===== src/rtl/armleocpu_defs.sv =====
// armleocpu_defs
// Definitions shared by the memory arbiter and the cache refill/flush logic:
// the arbiter state encoding and the burstcount decode (0 encodes a full
// 16-beat, 64-byte line).
// No ports (package).
package armleocpu_defs;

    typedef enum logic [1:0] {
        ARB_IDLE        = 2'd0,
        ARB_CMD         = 2'd1,
        ARB_WRITE_BURST = 2'd2,
        ARB_READ_RESP   = 2'd3
    } arb_state_t;

    localparam logic [4:0] BURST_FULL_BEATS = 5'd16;

    function automatic logic [4:0] decode_burstcount(input logic [3:0] bc);
        return (bc == 4'd0) ? BURST_FULL_BEATS : {1'b0, bc};
    endfunction

endpackage


===== src/rtl/armleocpu_mem_arbiter.sv =====
// armleocpu_mem_arbiter
// Shares one burst-capable memory port between the fetch cache (i_*) and the
// data cache (d_*). One owner at a time, held for a whole read or write
// burst, round-robin on ties. Outputs are combinational from the registered
// state/owner plus the owner's pass-through inputs.
//
// State table:
//   state       | meaning
//   ARB_IDLE    | no owner, m_* all zero, both waitrequests high
//   ARB_CMD     | owner's command passes through until accepted
//   ARB_WRITE_BURST | remaining write beats of the owner's burst
//   ARB_READ_RESP   | waiting for the owner's read beats
//
// Ports:
//   clk, rst_n                      clock, async active-low reset
//   i_* / d_*  address[33:0], burstcount[3:0], read, write, writedata[31:0],
//              byteenable[3:0] in; waitrequest, readdata[31:0],
//              readdatavalid out
//   m_*        address, burstcount, read, write, writedata, byteenable out;
//              waitrequest, readdata, readdatavalid in
module armleocpu_mem_arbiter (
    input  logic        clk,
    input  logic        rst_n,

    input  logic [33:0] i_address,
    input  logic [3:0]  i_burstcount,
    input  logic        i_read,
    input  logic        i_write,
    input  logic [31:0] i_writedata,
    input  logic [3:0]  i_byteenable,
    output logic        i_waitrequest,
    output logic [31:0] i_readdata,
    output logic        i_readdatavalid,

    input  logic [33:0] d_address,
    input  logic [3:0]  d_burstcount,
    input  logic        d_read,
    input  logic        d_write,
    input  logic [31:0] d_writedata,
    input  logic [3:0]  d_byteenable,
    output logic        d_waitrequest,
    output logic [31:0] d_readdata,
    output logic        d_readdatavalid,

    output logic [33:0] m_address,
    output logic [3:0]  m_burstcount,
    output logic        m_read,
    output logic        m_write,
    output logic [31:0] m_writedata,
    output logic [3:0]  m_byteenable,
    input  logic        m_waitrequest,
    input  logic [31:0] m_readdata,
    input  logic        m_readdatavalid
);

    import armleocpu_defs::*;

    arb_state_t  r_state;
    logic        r_owner;       // 0 = fetch cache, 1 = data cache
    logic        r_last_grant;
    logic [4:0]  r_count;

    logic        w_i_req;
    logic        w_d_req;
    logic [33:0] w_own_address;
    logic [3:0]  w_own_burstcount;
    logic        w_own_read;
    logic        w_own_write;
    logic [31:0] w_own_writedata;
    logic [3:0]  w_own_byteenable;
    logic        w_own_waitrequest;
    logic        w_own_readdatavalid;
    logic [4:0]  w_beats;

    assign w_i_req = i_read | i_write;
    assign w_d_req = d_read | d_write;

    assign w_own_address    = r_owner ? d_address    : i_address;
    assign w_own_burstcount = r_owner ? d_burstcount : i_burstcount;
    assign w_own_read       = r_owner ? d_read       : i_read;
    assign w_own_write      = r_owner ? d_write      : i_write;
    assign w_own_writedata  = r_owner ? d_writedata  : i_writedata;
    assign w_own_byteenable = r_owner ? d_byteenable : i_byteenable;

    assign w_beats = decode_burstcount(w_own_burstcount);

    always_comb begin
        m_address           = 34'd0;
        m_burstcount        = 4'd0;
        m_read              = 1'b0;
        m_write             = 1'b0;
        m_writedata         = 32'd0;
        m_byteenable        = 4'd0;
        w_own_waitrequest   = 1'b1;
        w_own_readdatavalid = 1'b0;
        case (r_state)
            ARB_CMD: begin
                m_address         = w_own_address;
                m_burstcount      = w_own_burstcount;
                m_read            = w_own_read;
                // read wins when a requester raises both
                m_write           = w_own_write & ~w_own_read;
                m_writedata       = w_own_writedata;
                m_byteenable      = w_own_byteenable;
                w_own_waitrequest = m_waitrequest;
            end
            ARB_WRITE_BURST: begin
                m_address         = w_own_address;
                m_burstcount      = w_own_burstcount;
                m_write           = w_own_write;
                m_writedata       = w_own_writedata;
                m_byteenable      = w_own_byteenable;
                w_own_waitrequest = m_waitrequest;
            end
            ARB_READ_RESP: begin
                w_own_readdatavalid = m_readdatavalid;
            end
            default: begin
            end
        endcase
    end

    assign i_waitrequest   = r_owner ? 1'b1 : w_own_waitrequest;
    assign d_waitrequest   = r_owner ? w_own_waitrequest : 1'b1;
    assign i_readdatavalid = ~r_owner & w_own_readdatavalid;
    assign d_readdatavalid = r_owner & w_own_readdatavalid;
    assign i_readdata      = m_readdata;
    assign d_readdata      = m_readdata;

    always_ff @(posedge clk or negedge rst_n) begin
        if (!rst_n) begin
            r_state      <= ARB_IDLE;
            r_owner      <= 1'b0;
            r_last_grant <= 1'b0;
            r_count      <= 5'd0;
        end else begin
            case (r_state)
                ARB_IDLE: begin
                    if (w_i_req | w_d_req) begin
                        r_state <= ARB_CMD;
                        // on a tie the requester that did not go last wins
                        r_owner <= (w_i_req & w_d_req) ? ~r_last_grant : w_d_req;
                    end
                end
                ARB_CMD: begin
                    if (!w_own_read && !w_own_write) begin
                        // abandoned before acceptance: fairness history untouched
                        r_state <= ARB_IDLE;
                    end else if (m_read && !m_waitrequest) begin
                        r_count <= w_beats;
                        r_state <= ARB_READ_RESP;
                    end else if (m_write && !m_waitrequest) begin
                        r_count <= w_beats - 5'd1;
                        if (w_beats == 5'd1) begin
                            r_state      <= ARB_IDLE;
                            r_last_grant <= r_owner;
                        end else begin
                            r_state <= ARB_WRITE_BURST;
                        end
                    end
                end
                ARB_WRITE_BURST: begin
                    if (m_write && !m_waitrequest) begin
                        r_count <= r_count - 5'd1;
                        if (r_count == 5'd1) begin
                            r_state      <= ARB_IDLE;
                            r_last_grant <= r_owner;
                        end
                    end
                end
                ARB_READ_RESP: begin
                    if (m_readdatavalid) begin
                        r_count <= r_count - 5'd1;
                        if (r_count == 5'd1) begin
                            r_state      <= ARB_IDLE;
                            r_last_grant <= r_owner;
                        end
                    end
                end
                default: r_state <= ARB_IDLE;
            endcase
        end
    end

endmodule


===== config.mk =====
export PLATFORM = sky130hd
export DESIGN_NAME = armleocpu_mem_arbiter
export DESIGN_NICKNAME = d
export VERILOG_FILES = /design/src/rtl/armleocpu_defs.sv /design/src/rtl/armleocpu_mem_arbiter.sv
export SDC_FILE = /design/constraint.sdc
export NUM_CORES = 1
export LEC_CHECK = 0
export CORE_AREA = 5 5 125 127
export DETAILED_ROUTE_END_ITERATION = 8
export DIE_AREA = 0 0 130 132
export DONT_BUFFER_PORTS = 1
export SLEW_MARGIN = 5
export SYNTH_ARGS = -nofsm -noshare
export SYNTH_HDL_FRONTEND = slang
export SYNTH_SLANG_ARGS = --single-unit

===== constraint.sdc =====
create_clock -name clk -period 2.3 [get_ports clk]
set_input_delay 0.23 -clock clk [delete_from_list [all_inputs] [get_ports clk]]
set_output_delay 0.23 -clock clk [all_outputs]
set_load 0.03 [all_outputs]

==> results.md, run 1 <==
- Residual DRC count: 0
- Number of antenna violations at the first check in global routing: 0
- Placed cell area: 0.00308 sq mm
- Wire length on met1: 3.58 mm
- Final WS setup: 0.108 ns
- Register clock-pin slew on the reported worst setup and hold paths: 0.04 ns
- Dominant combinational cell family by area after synthesis: multiplexers
- IO buf count: 0
- Area of the placeable core: 0.0143 sq mm
- Adder and majority cell fraction of the synthesized area: 0.0409
- CP cell instances: buf_6, mux2i_1, nor2b_1, buf_4
- Max stage delay cell, worst path: sky130_fd_sc_hd__buf_6
- PD cells: 1970 mW/mm^2
- Multiplexer share of the synthesized area: 0.289
- Peak fanout along the critical path: 66
- Total CTS buffers: 3
- Met3 Wirelength: 919 um
- H-Tree Level Count: 1
- Number of global-route vias before repair: 2582
- Netlist area before placement: 0.00276 sq mm
- Kind of end point of the critical path: output port
- Kind of critical path: flop to output port
- Number of buffers and inverters on the critical path: 2
- Clk Latency, worst-skew pair: 0.24 ns
- Number of nets with antenna violations after detailed routing: 0
- Fin Setup TNS: 0 ns
- Full die area: 0.0172 sq mm
- Clock root cell: sky130_fd_sc_hd__clkbuf_16
- Top Ports: 332
- Finished Cell Area: 0.00321 sq mm
- Number of setup violations in the final report: 0
- Overall Global Routing Usage: 0.102
- Starting density of the core: 0.192
- Count of pins over their slew limit: 0
- Worst hold path cell count: 2
- Critical Path Stages: 4
- Number of distinct library cells after synthesis: 42
- First-pass GRT wire length: 14.2 mm
- Worst supply voltage drop on vdd: 0.00113 V
- Net count of the mapped netlist: 547
- Post-synthesis share of cell area spent on xor and xnor gates: 0.0127
- Clock tree from TritonCTS: yes
- Endpoint arrival time on the critical path: 1.96 ns
- Average size of a mapped cell: 7.87 sq um
- Category of cells accounting for the largest share of critical-path delay: buffers and inverters
- Class of the tightest hold or removal check: input port to flop
- Post-layout nets: 559
- Die height: 132 um
- Area grow syn2layout: 16.5%
- Proportion of register bits with asynchronous set or reset after synthesis: 1.00
- Post-synthesis sequential element count: 9
- Die span in x: 130 um
- Detailed-route vias per instance: 4.46
- Kind of start point of the critical path: flop
- Post-Place Setup Slack: 0.0260 ns
- Initial DRT Pass Iterations: 4
- Pleak: 1.55 nW
- Met2 wire len: 5.17 mm
- Final standard cell count with taps included and fillers excluded: 545
- Number of DRC markers after the initial detailed-route iteration: 34
- Simple-Gate Fraction of Synth Area: 0.270
- Rows: 44
- GR Overflow Total: 0
- Status: finished clean
- Longest individual stage delay on the worst path: 0.56 ns
- Max-Cap Viols: 0
- Mapped Cells: 350
- Post-detailed-route wirelength per cell: 18.0 um
- Crit path required time: 2.07 ns
- Post-synth top flop: sky130_fd_sc_hd__dfrtp_1
- Number of cells traversed by the worst register-to-register path: 6
- Endpoints failing hold: 0
- Bufs on Longest Clock Path: 2
- Worst slew margin relative to its limit: 0.500
- Fraction of the yosys area taken by sequential cells: 0.0817
- CTS Sinks: 9
- Final estimated routing congestion in global placement: 0.852
- Minimum clock period: 2.19 ns
- Number of synthesized flops with an enable pin: 0
- Compound-Gate Fraction of Synth Area: 0.0886
- Fraction of layout cells with a size suffix above 1: 0.294
- Top achievable clock speed: 456 MHz
- Top layer used by detailed routing: met4
- DP Wirelength: 8.60 mm
- Total number of yosys warnings: 0
- Cell Count Post-Placement: 538
- Maximum number of pins on one net before global-route repair: 67
- DR vias: 2429
- Total Routed Length: 9.79 mm
- Transition at the pin with the smallest max-transition slack: 0.750 ns
- Fraction of the cycle the final worst path needs: 0.953
- Antenna fix cells: 0
- Number of fill cells in the layout: 1583
- Setup skew after layout: 0.00320 ns
per-stage QoR:
step	power, mW	utilization	hold slack, ns
final	6.33	0.224	0.248
after global routing	6.72	0.224	0.277
after CTS	6.38	0.222	0.253
after detailed placement	6.04	0.215	-0.0651
after global placement	5.95	0.215	-0.0652
after floorplan	4.44	-	-0.0656
power by group:
part / internal (mW) / total [mW] / switching [mW]
sequential: 0.246 / 0.321 / 0.0755
clock: 0.233 / 0.326 / 0.0928
combinational: 2.28 / 5.69 / 3.40
total: 2.76 / 6.33 / 3.57
what timing repair did:
action                     4_1_cts  5_1_grt
gates resized for setup          1        5
pin swaps                        0        1
hold buffers                     1        0
hold endpoints to repair         9        0
buffers inserted                 0        2
setup endpoints to repair        9       13
cell type report:
type / count / area [sq um] / share of cell area
sequential: 9 / 229 / 0.0713
tap: 184 / 230 / 0.0717
clock buffer: 4 / 78.8 / 0.0246
timing repair buffer: 90 / 686 / 0.214
multi-input combinational: 250 / 1960 / 0.609
inverter: 8 / 30.0 / 0.00936
metal layers:
layer / vias to the layer above / track usage
met3: 16 / 0.0247
met1: 1104 / 0.111
met2: 154 / 0.195
met4: 0 / 0.0271
li1: 1155 / -
met5: - / 0
cells in the final DEF, fill, tap and decap left out, types with 2 or more instances in the layout:
master                      Yosys  routed
sky130_fd_sc_hd__nor2b_1       79      78
sky130_fd_sc_hd__mux2i_2        1       2
sky130_fd_sc_hd__o21a_1         2       2
sky130_fd_sc_hd__o21ai_0        4       4
sky130_fd_sc_hd__or3_1          2       2
sky130_fd_sc_hd__o31ai_1        4       4
sky130_fd_sc_hd__nand2b_1       4       4
sky130_fd_sc_hd__buf_4         64      87
sky130_fd_sc_hd__xnor2_1        4       4
sky130_fd_sc_hd__nor3b_1        2       2
sky130_fd_sc_hd__and3_1         2       2
sky130_fd_sc_hd__dfrtp_1        9       8
sky130_fd_sc_hd__a2bb2oi_1      2       2
sky130_fd_sc_hd__a21oi_1        8       7
sky130_fd_sc_hd__nand3b_1       2       2
sky130_fd_sc_hd__mux2i_1       77      76
sky130_fd_sc_hd__nand3_1        2       2
sky130_fd_sc_hd__ha_1           9       8
sky130_fd_sc_hd__nand2_1        9       9
sky130_fd_sc_hd__buf_6          1       2
sky130_fd_sc_hd__nor3_1         6       6
sky130_fd_sc_hd__nor2_1        14      14
sky130_fd_sc_hd__inv_1          8       8
sky130_fd_sc_hd__clkbuf_16      0       3
worst paths after layout:
check                      startpoint             to  slack [ns]
max                           r_owner  m_address[23]        0.11
max reg2reg                   r_owner   r_last_grant        0.12
min reg2reg                r_count[4]     r_count[4]        0.53
min                           i_write        r_owner        0.25
max in group asynchronous       rst_n        r_owner        1.52
min in group asynchronous       rst_n        r_owner        0.40
flip-flops by register name, indices dropped and copies added, names as in the netlist:
| signal | count |
|---|---|
| r_last_grant | 1 |
| r_count | 5 |
| r_owner | 1 |
| r_state | 2 |
Yosys cell counts (all sizes together), types with 4 or more instances:
cell    number  area (sq um)
ha           9           113
clkbuf       9          33.8
dfrtp        9           225
inv          8          30.0
nor3         6          30.0
nand2        9          33.8
nor2        14          52.6
buf         74           536
mux2i       78           785
o21ai        4          20.0
nor2b       79           494
a21oi        8          40.0
nand2b       4          25.0
o31ai        4          30.0
xnor2        4          35.0
cells by family after synthesis:
group           after synthesis
simple gates                127
buf+inv                      91
mux                          79
compound gates               31
fa+ha+maj                     9
flops                         9
xor+xnor                      4
Note: power is estimated with default switching activity, not from simulation.
==> run 2: changes to the inputs <==
Settings changed: HOLD_SLACK_MARGIN set to 0.02.
==> results of run 2 <==
Same layout as run 1: the final DEF is identical, and so are final timing and power.
